## config.mk

```make
export PLATFORM = sky130hd
export DESIGN_NAME = branch_predictor_flat
export DESIGN_NICKNAME = d
export VERILOG_FILES = /design/src/rtl/branch_predictor_if.sv /design/src/rtl/branch_predictor.sv /design/src/flat_wrapper.sv
export SDC_FILE = /design/constraint.sdc
export NUM_CORES = 2
export LEC_CHECK = 0
export CAP_MARGIN = 20
export CORE_ASPECT_RATIO = 1.75
export CORE_MARGIN = 5
export CORE_UTILIZATION = 56
export CTS_CLUSTER_DIAMETER = 80
export DETAILED_ROUTE_END_ITERATION = 7
export PLACE_DENSITY = 0.77
export SETUP_SLACK_MARGIN = 0.3
export SLEW_MARGIN = 0
export SYNTH_ARGS = -nofsm -noshare
export SYNTH_HDL_FRONTEND = slang
export SYNTH_SLANG_ARGS = --single-unit
```

## constraint.sdc

```tcl
create_clock -name clk -period 4.19 [get_ports clk]
set_input_delay 0.6285 -clock clk [delete_from_list [all_inputs] [get_ports clk]]
set_output_delay 0.6285 -clock clk [all_outputs]
set_load 0.02 [all_outputs]
```

## src/rtl/branch_predictor_if.sv

```systemverilog
// Fetch/decode-side signal bundle for the BTB branch predictor.
// The master is the pipeline (driver of PCs and outcomes); the slave is the predictor.
interface branch_predictor_if #(
    parameter int PERF_WIDTH = 16
);
    logic [31:0]           IF_pc;
    logic                  IF_stall;
    logic                  flushD;
    logic                  IF_pred_taken;
    logic [31:0]           IF_pred_target;
    logic [31:0]           ID_pc;
    logic                  ID_is_branch;
    logic                  ID_hold;
    logic                  ID_taken;
    logic [31:0]           ID_target;
    logic                  ID_misprediction;
    logic [31:0]           ID_correct_pc;
    logic [PERF_WIDTH-1:0] perf_branches;
    logic [PERF_WIDTH-1:0] perf_mispredicts;

    modport master (
        output IF_pc, IF_stall, flushD, ID_pc, ID_is_branch, ID_hold, ID_taken, ID_target,
        input  IF_pred_taken, IF_pred_target, ID_misprediction, ID_correct_pc,
               perf_branches, perf_mispredicts
    );

    modport slave (
        input  IF_pc, IF_stall, flushD, ID_pc, ID_is_branch, ID_hold, ID_taken, ID_target,
        output IF_pred_taken, IF_pred_target, ID_misprediction, ID_correct_pc,
               perf_branches, perf_mispredicts
    );
endinterface

```

## src/rtl/branch_predictor.sv

```systemverilog
// IF-stage dynamic branch predictor: direct-mapped BTB with 2-bit saturating
// counters, an IF/ID copy of the prediction, ID-stage misprediction resolution
// and saturating performance counters.
module branch_predictor #(
    parameter int INDEX_WIDTH = 4,
    parameter int PERF_WIDTH  = 16
) (
    input  logic               clk,
    input  logic               rst_n,
    branch_predictor_if.slave  bp
);
    localparam int ENTRIES = 2 ** INDEX_WIDTH;
    localparam int TAG_W   = 32 - INDEX_WIDTH - 2;

    typedef struct packed {
        logic             valid;
        logic [TAG_W-1:0] tag;
        logic [31:0]      target;
        logic [1:0]       ctr;
    } btb_entry_t;

    btb_entry_t btb [ENTRIES];

    logic [INDEX_WIDTH-1:0] if_idx, id_idx;
    logic [TAG_W-1:0]       if_tag, id_tag;
    logic                   if_hit, id_hit;
    logic                   pred_taken;
    logic [31:0]            pred_target;
    logic                   p_taken;
    logic [31:0]            p_target;
    logic                   mispredict;
    logic [PERF_WIDTH-1:0]  perf_b, perf_m;
    logic                   unused_pc_bits;

    assign if_idx = bp.IF_pc[INDEX_WIDTH+1:2];
    assign if_tag = bp.IF_pc[31:INDEX_WIDTH+2];
    assign id_idx = bp.ID_pc[INDEX_WIDTH+1:2];
    assign id_tag = bp.ID_pc[31:INDEX_WIDTH+2];

    // PCs are word aligned, the low bits carry no information
    assign unused_pc_bits = ^{bp.IF_pc[1:0], bp.ID_pc[1:0]};

    // Zero-latency lookup; sees pre-update table contents (no bypass)
    always_comb begin
        if_hit      = btb[if_idx].valid && (btb[if_idx].tag == if_tag);
        pred_taken  = if_hit && btb[if_idx].ctr[1];
        pred_target = pred_taken ? btb[if_idx].target : bp.IF_pc + 32'd4;
    end

    assign bp.IF_pred_taken  = pred_taken;
    assign bp.IF_pred_target = pred_target;

    // IF/ID prediction copy: flush beats stall
    always_ff @(posedge clk or negedge rst_n) begin
        if (!rst_n) begin
            p_taken  <= 1'b0;
            p_target <= 32'd0;
        end else if (bp.flushD) begin
            p_taken  <= 1'b0;
            p_target <= 32'd0;
        end else if (!bp.IF_stall) begin
            p_taken  <= pred_taken;
            p_target <= pred_target;
        end
    end

    // ID resolution; a predicted-taken non-branch is a stale or aliased hit
    always_comb begin
        id_hit     = btb[id_idx].valid && (btb[id_idx].tag == id_tag);
        mispredict = 1'b0;
        if (!bp.ID_hold) begin
            if (bp.ID_is_branch)
                mispredict = (p_taken != bp.ID_taken) ||
                             (p_taken && bp.ID_taken && (p_target != bp.ID_target));
            else
                mispredict = p_taken;
        end
    end

    assign bp.ID_misprediction = mispredict;
    assign bp.ID_correct_pc    = (bp.ID_is_branch && bp.ID_taken) ? bp.ID_target
                                                                  : bp.ID_pc + 32'd4;

    // Table training from ID outcomes; frozen while ID operands are pending
    always_ff @(posedge clk or negedge rst_n) begin
        if (!rst_n) begin
            for (int i = 0; i < ENTRIES; i++)
                btb[i] <= '{valid: 1'b0, tag: '0, target: 32'd0, ctr: 2'b01};
        end else if (!bp.ID_hold) begin
            if (bp.ID_is_branch) begin
                if (id_hit) begin
                    if (bp.ID_taken) begin
                        btb[id_idx].target <= bp.ID_target;
                        if (btb[id_idx].ctr != 2'b11)
                            btb[id_idx].ctr <= btb[id_idx].ctr + 2'd1;
                    end else if (btb[id_idx].ctr != 2'b00) begin
                        btb[id_idx].ctr <= btb[id_idx].ctr - 2'd1;
                    end
                end else if (bp.ID_taken) begin
                    btb[id_idx] <= '{valid: 1'b1, tag: id_tag, target: bp.ID_target, ctr: 2'b10};
                end
            end else if (p_taken) begin
                btb[id_idx].valid <= 1'b0;
            end
        end
    end

    // Saturating performance counters
    always_ff @(posedge clk or negedge rst_n) begin
        if (!rst_n) begin
            perf_b <= '0;
            perf_m <= '0;
        end else begin
            if (!bp.ID_hold && bp.ID_is_branch && (perf_b != '1))
                perf_b <= perf_b + PERF_WIDTH'(1);
            if (mispredict && (perf_m != '1))
                perf_m <= perf_m + PERF_WIDTH'(1);
        end
    end

    assign bp.perf_branches    = perf_b;
    assign bp.perf_mispredicts = perf_m;
endmodule

```

## src/flat_wrapper.sv

```systemverilog
// flat-port wrapper written by rule: the top's interface ports become plain ports
module branch_predictor_flat 
#(
    parameter int INDEX_WIDTH = 4,
    parameter int PERF_WIDTH  = 16
)
  (clk, rst_n, bp_IF_pc, bp_IF_stall, bp_flushD, bp_ID_pc, bp_ID_is_branch, bp_ID_hold, bp_ID_taken, bp_ID_target, bp_IF_pred_taken, bp_IF_pred_target, bp_ID_misprediction, bp_ID_correct_pc, bp_perf_branches, bp_perf_mispredicts);
  branch_predictor_if #(.PERF_WIDTH(PERF_WIDTH)) bp_i ();
  input  logic clk;
  input  logic rst_n;
  input wire logic [$bits(bp_i.IF_pc)-1:0] bp_IF_pc;
  input wire logic [$bits(bp_i.IF_stall)-1:0] bp_IF_stall;
  input wire logic [$bits(bp_i.flushD)-1:0] bp_flushD;
  input wire logic [$bits(bp_i.ID_pc)-1:0] bp_ID_pc;
  input wire logic [$bits(bp_i.ID_is_branch)-1:0] bp_ID_is_branch;
  input wire logic [$bits(bp_i.ID_hold)-1:0] bp_ID_hold;
  input wire logic [$bits(bp_i.ID_taken)-1:0] bp_ID_taken;
  input wire logic [$bits(bp_i.ID_target)-1:0] bp_ID_target;
  output wire logic [$bits(bp_i.IF_pred_taken)-1:0] bp_IF_pred_taken;
  output wire logic [$bits(bp_i.IF_pred_target)-1:0] bp_IF_pred_target;
  output wire logic [$bits(bp_i.ID_misprediction)-1:0] bp_ID_misprediction;
  output wire logic [$bits(bp_i.ID_correct_pc)-1:0] bp_ID_correct_pc;
  output wire logic [$bits(bp_i.perf_branches)-1:0] bp_perf_branches;
  output wire logic [$bits(bp_i.perf_mispredicts)-1:0] bp_perf_mispredicts;
  assign bp_i.IF_pc = bp_IF_pc;
  assign bp_i.IF_stall = bp_IF_stall;
  assign bp_i.flushD = bp_flushD;
  assign bp_i.ID_pc = bp_ID_pc;
  assign bp_i.ID_is_branch = bp_ID_is_branch;
  assign bp_i.ID_hold = bp_ID_hold;
  assign bp_i.ID_taken = bp_ID_taken;
  assign bp_i.ID_target = bp_ID_target;
  assign bp_IF_pred_taken = bp_i.IF_pred_taken;
  assign bp_IF_pred_target = bp_i.IF_pred_target;
  assign bp_ID_misprediction = bp_i.ID_misprediction;
  assign bp_ID_correct_pc = bp_i.ID_correct_pc;
  assign bp_perf_branches = bp_i.perf_branches;
  assign bp_perf_mispredicts = bp_i.perf_mispredicts;
  branch_predictor #(.INDEX_WIDTH(INDEX_WIDTH), .PERF_WIDTH(PERF_WIDTH)) u_core (.clk(clk), .rst_n(rst_n), .bp(bp_i));
endmodule
```

-- After elaboration in Yosys (flattened, before gate mapping)
Index checks and enable logic that the tools add are counted.
- output and inout bits: 98
- input port bits: 103
- register bits after elaboration: 1041
- word-level logic and storage cells: 139
- equality and inequality tests: 10
- $add $sub $neg: 6
- magnitude comparators: 3
- bitwise logic cells: 3
- reductions and logical operators: 15
- multiplexer cells: 34
- operators by type and width (kind ; count):
    976-bit 2-to-1 mux ; 7
    976-bit bitwise mux ; 5
    61-bit demux with 4-bit select ; 4
    61-bit binary-select mux with 4-bit select ; 2
    61-bit 2-to-1 mux ; 6
    32-bit 2-to-1 mux ; 4
    32-bit by 3-bit adder with 32-bit output (second input constant) ; 2
    26-bit equality test ; 2
    34-bit 2-to-1 mux ; 1
    16-bit by 1-bit adder with 16-bit output (second input constant) ; 2
    16-bit inequality test (second input constant) ; 2
    32-bit inequality test ; 1
    5-bit greater-or-equal comparator (second input constant) ; 2
    1-bit logical AND ; 10
    4-bit NOT with 5-bit output ; 2
    3-bit by 1-bit inequality test with 1-bit output (second input constant) ; 2
    5-bit by 1-bit less-than comparator with 1-bit output (second input constant) ; 1
    1-bit 2-to-1 mux ; 4
    4-bit AND reduction ; 1
    2-bit nonzero test ; 2
    2-bit by 1-bit adder with 2-bit output (second input constant) ; 1
    2-bit 2-to-1 mux ; 1
    2-bit by 1-bit inequality test with 1-bit output (second input constant) ; 1
    2-bit inequality test (second input constant) ; 1
    5 further kinds ; 5

-- Depth between registers and ports, before layout
- word-level depth: 11
- mapped depth: 16
- gate-level depth less buffers: 10

-- Least setup slack after synthesis
No wires, ideal clock.
- path type: in2out
- from: input bp_IF_pc[2]
- to: output bp_IF_pred_target[29]
- cell stages on the path: 10
- buffers on the path: 7
- slack: -0.249 ns
- data arrival time: 3.810 ns
- data required time: 3.562 ns
- path through: clkbuf_1 > buf_2 > buf_2 > buf_2 > buf_2 > buf_2 > buf_2 > mux4_2 > mux4_2 > mux2_2
- longest elaborated chain between the ends: 8
- elaborated cells on any way between the ends: 9
- classes of those cells: add/sub (1); eq/ne (1); mux (4); bitwise (1); reduce/logical (2)
- RTL lines (element ; RTL line ; RTL):
    from (decl) ; flat_wrapper.sv:11 ; input wire logic [$bits(bp_i.IF_pc)-1:0] bp_IF_pc;
    4-bit NOT with 5-bit output (not written as such) ; branch_predictor.sv:45, branch_predictor.sv:46, branch_predictor.sv:47 ;
    61-bit binary-select mux with 4-bit select ; branch_predictor.sv:45, branch_predictor.sv:46, branch_predictor.sv:47 ;
    61-bit 2-to-1 mux (not written as such) (2 in a row) ; branch_predictor.sv:45 ; if_hit = btb[if_idx].valid && (btb[if_idx].tag == if_tag);
    26-bit equality test ; branch_predictor.sv:45 ;
    1-bit logical AND ; branch_predictor.sv:45 ;
    1-bit logical AND ; branch_predictor.sv:46 ; pred_taken = if_hit && btb[if_idx].ctr[1];
    32-bit 2-to-1 mux (*) ; branch_predictor.sv:47 ; pred_target = pred_taken ? btb[if_idx].target : bp.IF_pc + 32'd4;
    to (decl) ; flat_wrapper.sv:20 ; output wire logic [$bits(bp_i.IF_pred_target)-1:0] bp_IF_pred_target;
Every way passes the cells marked *; elsewhere a longest branch is shown, timed or not. The select of a mux whose other input is x is not followed.

-- Worst setup path after layout
- from: input bp_IF_pc[2]
- to: output bp_IF_pred_target[31]
Same word-level chain as after synthesis.

==> impl_metrics.yaml <==
sta:
  finalCriticalPeriod_ns: 4.54
  skew_ns: 0.0196
  fmax_mhz: 220
  whs_ns: 0.484
  relSlewSlack_pct: 35.9
  rsz0062_at_grt: "true"
  hold_viol: 0
  setup_ws_ns: -0.349
  setup_viol: 33
  drv_slew: 0
  max_slew.worst_pin.slew_ns: 0.958
  fin_crit_sh_pct: 108
worst_hold_path:
  worstHoldPathCells: 1
  hold_path.class: "register to register"
  min_from: "u_core.bp.perf_branches[9]$_DFFE_PN0P_"
  min_to: "u_core.bp.perf_branches[9]$_DFFE_PN0P_"
critical_path:
  crit_arrival_ns: 3.91
  worst_r2r_startpoint: "u_core.btb[295]$_DFFE_PN0P_"
  r2r_cells: 14
  critical_path_class: "input pin to primary output"
  cp.required_ns: 3.56
  crit_start: "bp_IF_pc[2]"
  rr_endpoint: "u_core.p_target[0]$_DFFE_PN0P_"
  worstPathMaxFanout: 16
  setup.reg_to_reg.worst_slack_ns: 0.53
  cp-start-kind: "input pin"
  cp-end-kind: "primary output"
final_layout:
  final_area_sq_mm: 0.0655
  drive_gt1_share_pct: 49.2
  nNetsFinal: 4270
  n_fill_cell: 6699
  area.growth.synth_to_final_pct: 18.8
  seqCellArea_sq_mm: 0.0261
  finalNonFillerCells: 5544
  multi_input_area_sq_mm: 0.0276
clocking:
  cts_htree_levels: 3
  cts_tree: "done"
  clkTransAtPathRegs_ns: 0.06
  cts-buffers-inserted: 96
  root_buffer: "clkbuf_16"
  clk_path_buf_depth: 3
  clock_sink_count: 1041
  clock_latency_ns: 0.69
grt:
  grt_usage_pct: 33.0
  met1_usage_pct: 40.0
  met3_usage_pct: 6.92
  gr-usage-met2_pct: 53.7
  gr-max-usage-layer: "met2"
  grt_pass1_vias: 39300
  grt_pass1_wl_um: 256000
  grt_overflow_total: 0
  grt_max_degree: 125
  antenna_found_initial: 4
yosys:
  ys_seq_area_share_pct: 47.3
  ys_ff_latch: 1041
  synth_top_area_share_pct: 46.5
  synth_cell_types: 76
  synth_area_leaders: "dfrtp_1 47%, mux4_2 15%, mux2_2 13%"
  synth_ff_type: "dfrtp_1"
  synth_cells: 3752
  synth_top_area_cell: "dfrtp_1"
  async_reset_ff_share_pct: 100
  yosysWarnings: 0
  netlist_area_sq_mm: 0.0551
  avgSynthCellArea_sq_um: 14.7
  synth_edf_count: 0
  syn_nets: 3866
status:
  status: "finished with violations"
  violations: "negative setup slack"
placement:
  place_ws_ns: -0.659
  dpl_cell_area_sq_mm: 0.0615
  placed_cells: 5350
  gp_congestion: 0.997
  io_buffers: 200
  dp_hpwl_um: 118000
floorplanning:
  ios: 201
  initial_utilization_pct: 56.3
  rows: 152
  core_area_sq_mm: 0.0979
  die_h_um: 425
  fp.dieW_um: 247
  die-area_sq_mm: 0.105
drt:
  viasPerCell: 6.66
  num_vias: 37000
  drt_iter0_drc: 3559
  wire_per_inst_um: 31.4
  post-route-drc-count: 0
  drtAntennaViolNets: 0
  wl_um: 174000
  drt_first_pass_iters: 6
power_and_ir_drop:
  ir_drop_v: 0.000344
  finalPower_uw: 27200
  p_per_area_mw_per_mm2: 415
  total_leakage_power_uw: 0.0296
flow_run:
  drv_cap: 0
## cells in the mapped netlist, types with 3 or more instances
master     number
dfrtp_1      1025
mux2_2        658
mux4_2        377
mux2_4        280
clkbuf_1      185
nand2_1       153
mux2i_1       102
xnor2_1        91
xor2_1         78
nand3_1        71
buf_1          60
o21ai_0        60
buf_2          55
nor2_1         55
buf_6          40
inv_1          39
a21oi_1        32
o221ai_1       32
nand4_1        31
mux2_1         30
nand2b_1       28
and3_1         20
nor3_1         18
a22o_1         17
dfstp_2        16
nor3_4         15
a22oi_1        14
nor4_1         14
o21ai_1        12
buf_4          11
ha_1           11
a221oi_1       10
nor2b_1         9
o211ai_1        9
o2bb2ai_1       9
or3_1           9
a31oi_1         8
and2_1          8
a211oi_1        6
and4_1          6
o2111ai_1       6
a21o_1          3
## registers in the layout, summed over array words and instances, names as in the netlist
register	flops
u_core.bp.perf_branches	16
u_core.p_taken	1
u_core.p_target	32
u_core.btb	976
u_core.bp.perf_mispredicts	16
## area by class of cell
type | instances | share of cell area (%)
Clock inverter | 54 | 1.20
Sequential cell | 1041 | 39.8
Tap cell | 1309 | 2.50
Timing Repair Buffer | 658 | 10.1
Antenna cell | 2 | 0.00764
Inverter | 41 | 0.235
Multi-Input combinational cell | 2318 | 42.1
Clock buffer | 121 | 4.06
## worst max-delay path by stage
stage / to / depth (start not counted)
6_report: bp_IF_pred_target[31] / 14
5_1_grt: bp_IF_pred_target[31] / 11
4_1_cts: bp_IF_pred_target[24] / 10
3_5_place_dp: bp_IF_pred_target[30] / 12
3_3_place_gp: bp_IF_pred_target[30] / 12
2_1_floorplan: bp_IF_pred_target[1] / 12
## metal layers
metal,share of wire (%),up-vias,wire [um]
met5,0.016,-,27
met2,48,1935,83800
met3,8.1,631,14000
met4,8.1,4,14000
met1,36,19500,62000
li1,-,14900,-
## cell families after synthesis
kind of cell	after synthesis	share of synthesized area, %
AOI/OAI and AO/OA	238	3.03
xor gates and xnor gates	169	2.69
adders and majority gates	11	0.250
buffers and inverters	393	3.44
DFF	1041	47.3
muxes	1447	38.9
and+or+nand+nor	453	4.36
## metrics by stage
| step | TNS [ns] | util, % |
|---|---|---|
| after global routing | -11.72 | 66.9 |
| after global placement | -68.97 | 62.8 |
| after detailed placement | -67.78 | 62.8 |
| after CTS | -6.93 | 66.4 |
| after floorplan | 0 | - |
| final | -10.02 | 66.9 |
## cell usage in the layout (no fill, tap or decap), drive strengths merged, types with 15 or more instances in the layout
cell,n
a21oi,32
a22o,17
and3,20
buf,500
bufinv,17
clkbuf,125
clkdlybuf4s50,136
clkinvlp,17
dfrtp,1025
dfstp,16
inv,47
mux2,968
mux2i,102
mux4,377
nand2,154
nand2b,28
nand3,71
nand4,32
nor2,57
nor3,34
nor4,15
o21ai,72
o221ai,32
xnor2,91
xor2,78
## repair_timing
item                       4_1_cts  5_1_grt
hold buffers                     1        0
gates resized for setup        181      101
setup endpoints to repair       56      246
pin swaps                        5        9
hold endpoints to repair        57        0
setup buffers                    2       11
cloned                           0        3
## worst max-delay path, cell delays in order
cell     delay [ns]
buf_8          0.16
buf_12         0.19
buf_12         0.13
mux4_2         0.49
mux4_2         0.59
xnor2_2        0.21
buf_4          0.14
nand4_1        0.13
nor2_2         0.16
nand4_4        0.20
buf_12         0.21
buf_6          0.12
mux2_4         0.35
buf_6          0.15
## report_power, final
part | internal, uW | leakage (uW) | switching, uW
Clock | 5580 | 0.00164 | 4090
Combinational | 2980 | 0.0143 | 2270
Sequential | 11300 | 0.0137 | 944
Total | 19900 | 0.0296 | 7300
Note: power is estimated with default switching activity, not from simulation.
